`src/rtl/wide_alu_seq_pkg.sv`:
```
// Shared i8080-style definitions: flag bit positions, opcodes, FSM state
// encodings and the operating modes of the serial slice.
package wide_alu_seq_pkg;

  // Flag register bit positions (i8080 PSW layout)
  localparam int FS = 7;
  localparam int FZ = 6;
  localparam int FA = 4;
  localparam int FP = 2;
  localparam int FC = 0;

  // Operation codes
  localparam logic [3:0] OP_ADD = 4'd0;
  localparam logic [3:0] OP_ADC = 4'd1;
  localparam logic [3:0] OP_SUB = 4'd2;
  localparam logic [3:0] OP_SBB = 4'd3;
  localparam logic [3:0] OP_AND = 4'd4;
  localparam logic [3:0] OP_XOR = 4'd5;
  localparam logic [3:0] OP_OR  = 4'd6;
  localparam logic [3:0] OP_CMP = 4'd7;
  localparam logic [3:0] OP_INC = 4'd8;
  localparam logic [3:0] OP_DEC = 4'd9;
  localparam logic [3:0] OP_DAD = 4'd10;
  localparam logic [3:0] OP_RLC = 4'd11;
  localparam logic [3:0] OP_RAL = 4'd12;

  // Sequencer states
  localparam logic [1:0] ST_IDLE = 2'd0;
  localparam logic [1:0] ST_EXEC = 2'd1;
  localparam logic [1:0] ST_DONE = 2'd2;

  // What the slice does with its operands
  typedef enum logic [2:0] {
    SL_ADD = 3'd0,
    SL_AND = 3'd1,
    SL_XOR = 3'd2,
    SL_OR  = 3'd3,
    SL_ROT = 3'd4
  } slice_mode_e;

endpackage

```
`src/rtl/alu_slice.sv`:
```
// One XLEN-wide slice: adder with carry in/out and nibble carry, bitwise
// logic, and a one-bit left shift whose carry links slices into a rotate.
module alu_slice import wide_alu_seq_pkg::*; #(
  parameter int XLEN = 8
) (
  input  logic [XLEN-1:0] a,
  input  logic [XLEN-1:0] b,
  input  logic            cin,
  input  slice_mode_e     mode,
  output logic [XLEN-1:0] y,
  output logic            cout,
  output logic            c3
);

  logic [XLEN:0] sum;
  logic [4:0]    low;

  // Select the slice function; carry passes through untouched for logic ops
  always_comb begin
    sum  = {1'b0, a} + {1'b0, b} + {{XLEN{1'b0}}, cin};
    low  = {1'b0, a[3:0]} + {1'b0, b[3:0]} + {4'b0, cin};
    y    = sum[XLEN-1:0];
    cout = sum[XLEN];
    c3   = low[4];
    case (mode)
      SL_AND: begin y = a & b; cout = cin; c3 = 1'b0; end
      SL_XOR: begin y = a ^ b; cout = cin; c3 = 1'b0; end
      SL_OR:  begin y = a | b; cout = cin; c3 = 1'b0; end
      SL_ROT: begin y = {a[XLEN-2:0], cin}; cout = a[XLEN-1]; c3 = 1'b0; end
      default: ;
    endcase
  end

endmodule

```
`src/rtl/wide_alu_seq.sv`:
```
// Multi-word i8080-style ALU: captures a request, walks one slice per
// cycle LSB first through a single alu_slice, then holds the response.
module wide_alu_seq import wide_alu_seq_pkg::*; #(
  parameter int XLEN  = 8,
  parameter int WORDS = 2
) (
  input  logic                  clk,
  input  logic                  rst,
  input  logic                  in_valid,
  output logic                  in_ready,
  input  logic [3:0]            op,
  input  logic [XLEN*WORDS-1:0] op_a,
  input  logic [XLEN*WORDS-1:0] op_b,
  input  logic [XLEN-1:0]       flags_in,
  output logic                  out_valid,
  input  logic                  out_ready,
  output logic [XLEN*WORDS-1:0] result,
  output logic [XLEN-1:0]       flags_out,
  output logic                  out_err
);

  localparam int W  = XLEN * WORDS;
  localparam int CW = (WORDS > 1) ? $clog2(WORDS) : 1;

  logic [1:0]      state;
  logic [CW-1:0]   cnt;
  logic [3:0]      op_q;
  logic [W-1:0]    a_q, b_q, res_q, res_nxt, res_fin;
  logic [XLEN-1:0] fl_q, fl_nxt;
  logic            carry_q, fa_q, fa_use, err_nxt;
  logic            accept, last, sub_op;
  logic [XLEN-1:0] sl_a, sl_b, sl_y;
  logic            sl_cout, sl_c3;
  slice_mode_e     sl_mode;

  // Carry entering the least significant slice for each operation
  function automatic logic chain_init(input logic [3:0] o, input logic msb,
                                      input logic fc);
    case (o)
      OP_ADC:                 chain_init = fc;
      OP_SUB, OP_CMP, OP_DEC: chain_init = 1'b1;
      OP_SBB:                 chain_init = ~fc;
      OP_RLC:                 chain_init = msb;
      OP_RAL:                 chain_init = fc;
      default:                chain_init = 1'b0;
    endcase
  endfunction

  assign in_ready  = (state == ST_IDLE);
  assign out_valid = (state == ST_DONE);
  assign accept    = in_valid && in_ready;
  assign last      = (cnt == CW'(WORDS - 1));
  assign sub_op    = (op_q == OP_SUB) || (op_q == OP_SBB) ||
                     (op_q == OP_CMP) || (op_q == OP_DEC);
  assign sl_a      = a_q[int'(cnt)*XLEN +: XLEN];
  assign sl_b      = sub_op ? ~b_q[int'(cnt)*XLEN +: XLEN] : b_q[int'(cnt)*XLEN +: XLEN];

  // Map the captured opcode onto a slice mode
  always_comb begin
    sl_mode = SL_ADD;
    case (op_q)
      OP_AND:         sl_mode = SL_AND;
      OP_XOR:         sl_mode = SL_XOR;
      OP_OR:          sl_mode = SL_OR;
      OP_RLC, OP_RAL: sl_mode = SL_ROT;
      default:        ;
    endcase
  end

  alu_slice #(.XLEN(XLEN)) u_slice (
    .a    (sl_a),
    .b    (sl_b),
    .cin  (carry_q),
    .mode (sl_mode),
    .y    (sl_y),
    .cout (sl_cout),
    .c3   (sl_c3)
  );

  // Merge this cycle's slice into the accumulated word and derive final flags
  always_comb begin
    res_nxt = res_q;
    res_nxt[int'(cnt)*XLEN +: XLEN] = sl_y;
    fa_use  = (cnt == '0) ? sl_c3 : fa_q;
    fl_nxt  = fl_q;
    err_nxt = 1'b0;
    if (op_q <= OP_DEC) begin
      fl_nxt[FZ] = (res_nxt == '0);
      fl_nxt[FS] = res_nxt[W-1];
      fl_nxt[FP] = ~^res_nxt;
    end
    case (op_q)
      OP_ADD, OP_ADC:         begin fl_nxt[FC] = sl_cout;  fl_nxt[FA] = fa_use; end
      OP_SUB, OP_SBB, OP_CMP: begin fl_nxt[FC] = ~sl_cout; fl_nxt[FA] = fa_use; end
      OP_AND, OP_XOR, OP_OR:  begin fl_nxt[FC] = 1'b0;     fl_nxt[FA] = 1'b0;   end
      OP_INC, OP_DEC:         fl_nxt[FA] = fa_use;
      OP_DAD, OP_RLC, OP_RAL: fl_nxt[FC] = sl_cout;
      default:                err_nxt = 1'b1;
    endcase
    res_fin = ((op_q == OP_CMP) || err_nxt) ? a_q : res_nxt;
  end

  // Sequencer and response registers
  always_ff @(posedge clk or posedge rst) begin
    if (rst) begin
      state     <= ST_IDLE;
      cnt       <= '0;
      result    <= '0;
      flags_out <= '0;
      out_err   <= 1'b0;
    end else begin
      case (state)
        ST_IDLE: if (in_valid) begin
          state <= ST_EXEC;
          cnt   <= '0;
        end
        ST_EXEC: if (last) begin
          state     <= ST_DONE;
          result    <= res_fin;
          flags_out <= fl_nxt;
          out_err   <= err_nxt;
        end else begin
          cnt <= cnt + 1'b1;
        end
        ST_DONE: if (out_ready) state <= ST_IDLE;
        default: state <= ST_IDLE;
      endcase
    end
  end

  // Request capture and per-slice datapath state
  always_ff @(posedge clk) begin
    if (accept) begin
      op_q    <= op;
      a_q     <= op_a;
      b_q     <= ((op == OP_INC) || (op == OP_DEC)) ? W'(1) : op_b;
      fl_q    <= flags_in;
      carry_q <= chain_init(op, op_a[W-1], flags_in[FC]);
    end else if (state == ST_EXEC) begin
      res_q   <= res_nxt;
      carry_q <= sl_cout;
      if (cnt == '0) fa_q <= sl_c3;
    end
  end

endmodule

```
`config.mk`:
```
export PLATFORM = sky130hd
export DESIGN_NAME = wide_alu_seq
export DESIGN_NICKNAME = d
export VERILOG_FILES = /design/src/rtl/wide_alu_seq_pkg.sv /design/src/rtl/alu_slice.sv /design/src/rtl/wide_alu_seq.sv
export SDC_FILE = /design/constraint.sdc
export NUM_CORES = 1
export LEC_CHECK = 0
export BUFFER_PORTS_ARGS = -buffer_cell sky130_fd_sc_hd__buf_2
export CORE_MARGIN = 5
export CORE_UTILIZATION = 41
export DETAILED_ROUTE_END_ITERATION = 7
export GPL_ROUTABILITY_DRIVEN = 1
export PLACE_DENSITY = 0.64
export SYNTH_ARGS = -nofsm -noshare
export SYNTH_HDL_FRONTEND = slang
export SYNTH_HIERARCHICAL = 1
export SYNTH_SLANG_ARGS = --single-unit
```
`constraint.sdc`:
```
create_clock -name clk -period 4.1 [get_ports clk]
set_input_delay 0.615 -clock clk [delete_from_list [all_inputs] [get_ports clk]]
set_output_delay 0.615 -clock clk [all_outputs]
set_load 0.02 [all_outputs]
```
==> metrics <==
Synth Area in Simple Gates 11.4%; Pre-antenna DRT Iters 4; RR Startpoint op_q[1]$_DFFE_PP_; fin. max-slew vios 0; vias in the first global route 3727; EDFF count, synth 62; worst-path fanout max 7; Seq/Total Area, Yosys 49.0%; critical path endpoint category flip-flop; Core ar. 12600 sq um; Multi-input gate area 2400 sq um; Yosys warning count 6; initial cell density of the core 41.6%; Critical Path Start op_q[1]$_DFFE_PP_; die width 123 um; CTS tree yes; drt wl/cell 16.3 um; row count 41; Max-Slew Margin vs Limit 26.5%; CP Launch Type flip-flop; post-route ant nets 0; largest net degree at the start of global routing 45; Post-synth top cells 62 x edfxtp_1, 44 x inv_1, 35 x nand2_1, 29 x mux2i_1, 28 x dfrtp_1; Synth Flop Type edfxtp_1; Netlist cell types 61; Root Driver clkbuf_16; fin crit period 4.09 ns; Clock transition at path regs 0.07 ns; first-pass GRT wire length 19.2 mm; Syn Nets 540; # port buffers 74; Final Non-Filler Cells 730; Synth Area in XOR/XNOR 3.02%; Max VDD drop 532 uV; final hold violations 0; grt ovf 0; iteration-0 DRC count of the detailed router 195; total number of vias 3743; post-synthesis instance area 5230 sq um; setup slack at placement 0.0254 ns; Via-to-Cell Ratio 5.13; hpwl dp 9.18 mm; Tot GR Track Use 16.7%; die area 15100 sq um; # diodes 0; Power Dens Cells 1010 nW/um^2; RSZ-0062 raised after global routing true; Worst Skew 0.00723 ns; Worst EP required 4.36 ns; Synth top area share 35.6%; Skew-Pair Late Insertion Delay 0.35 ns; Hold Crit Start flags_in[7]; Compound-Gate Fraction of Synth Area 12.4%; top-count cell post-synth edfxtp_1; register bit count reported by yosys 90; largest family of logic cells by synthesized area compound AO/OA/AOI/OAI gates; setup_tns 0 ns; # clock sinks 90; nets 627; initial antenna violation count 0; Max Buffers Root-to-Sink 2; Filler cells 1145; dpl cells 712; mean area per synthesized cell 11.2 sq um; Max Cap Viol 0; Worst Max-Slew Pin Slew 1.10 ns; routability cong. 1.00; status complete, no violations; leakage 2.75 nW; Hold Crit Class primary input to flip-flop; data arrival time of the worst path 4.35 ns; setup violators final 0; H-tree levels 3; register area 2560 sq um; Cells after Synth 466; IO Pins 75; layout cell share with drive strength beyond 1 28.9%; Achievable Freq 244 MHz; Layout area overhead 18.8%; Routed WL 11.9 mm; Final WS setup 0.00904 ns; CP Class flip-flop to flip-flop; die height 123 um; Tot Pwr 6.26 mW; Remaining DRCs 0; async set-or-reset flop fraction in the synthesized netlist 31.1%; Yosys top cell by area edfxtp_1; Period Utilization, post-route 99.8%; TritonCTS Buffers 9; mux cell area share after synthesis 11.4%; hold_ws 0.430 ns; Post-Synth Adder-Cell Area 6.73%; largest cells by area after synthesis edfxtp_1 36%, dfrtp_1 13%, mux2_2 5.8%, ha_1 5.7%, mux2i_1 5.6%
-- critical path: stages, from the launching register on --
cell and delay (ns):
edfxtp_1 0.44, nor2b_1 0.20, a32oi_4 0.24, buf_4 0.23
xor2_1 0.22, inv_1 0.09, ha_1 0.33, a211oi_2 0.31
o21bai_1 0.13, and4b_1 0.20, or3_1 0.35, mux2_2 0.31
inv_1 0.07, ha_1 0.23, xnor2_1 0.21, xnor2_1 0.12
xnor2_1 0.13, o31ai_1 0.18
-- per-stage QoR --
stage	util (%)	area, sq um
after floorplan	-	5280
after global placement	46.9	5890
after detailed placement	46.9	5890
after CTS	49.3	6200
after global routing	49.4	6210
final	49.4	6210
-- per-layer routing --
layer / GRT usage [%] / share of wire [%] / up-vias / routed length [um]
met5: 0 / 0 / - / 0
met4: 6.58 / 2.6 / 0 / 312
met3: 4.21 / 4.3 / 18 / 514
met2: 27.0 / 48 / 74 / 5750
met1: 21.6 / 45 / 1820 / 5350
li1: - / - / 1831 / -
-- final timing paths --
| check | end | slack [ns] | depth (start not counted) |
|---|---|---|---|
| min in group asynchronous | result[4]$_DFFE_PP0P_ | 0.53 | 2 |
| max in group asynchronous | result[5]$_DFFE_PP0P_ | 2.91 | 2 |
| min | fl_q[7]$_DFFE_PP_ | 0.43 | 1 |
| max reg2reg | flags_out[2]$_DFFE_PP0P_ | 0.009 | 17 |
| max | flags_out[2]$_DFFE_PP0P_ | 0.009 | 17 |
| min reg2reg | flags_out[5]$_DFFE_PP0P_ | 0.48 | 1 |
-- flip-flops by register name, indices dropped and copies added (netlist names) --
| name | count |
|---|---|
| cnt | 1 |
| fl_q | 8 |
| state | 2 |
| fa_q | 1 |
| out_err | 1 |
| b_q | 16 |
| a_q | 16 |
| res_q | 16 |
| carry_q | 1 |
| flags_out | 8 |
| op_q | 4 |
| result | 16 |
-- cells by family after synthesis --
group | count (synthesis)
multiplexers | 56
adder cells (fa/ha/maj) | 27
XOR/XNOR | 18
flip-flops | 90
buffers and inverters | 67
AND/OR/NAND/NOR | 112
AO/OA/AOI/OAI | 96
-- cells in the final DEF (no fill, tap or decap), types with 21 or more instances in the layout --
cell,instances
mux2_2,26
dfrtp_1,28
inv_1,44
o21ai_1,21
mux2i_1,28
edfxtp_1,62
nand2_1,35
buf_2,74
nor2b_1,21
ha_1,23
buf_4,23
-- cell type report --
class	count	area share, %
flip-flops and latches	90	41.3
multi-input cells	309	38.7
repair buffers	98	9.07
clock buffers	9	3.63
well taps	172	3.47
inverters	45	2.72
clock inverters	7	1.13
-- what timing repair did --
action,4_1_cts,5_1_grt
hold buffers,0,0
buffers inserted,1,1
gates resized for setup,1,1
endpoints found under the setup margin,1,1
gates cloned,0,0
pin swaps,0,0
-- power by group --
| group | internal (mW) | switching (mW) |
|---|---|---|
| Combinational | 1.73 | 2.15 |
| Clock | 0.429 | 0.379 |
| Sequential | 1.41 | 0.158 |
(Power assumes the default switching activity.)
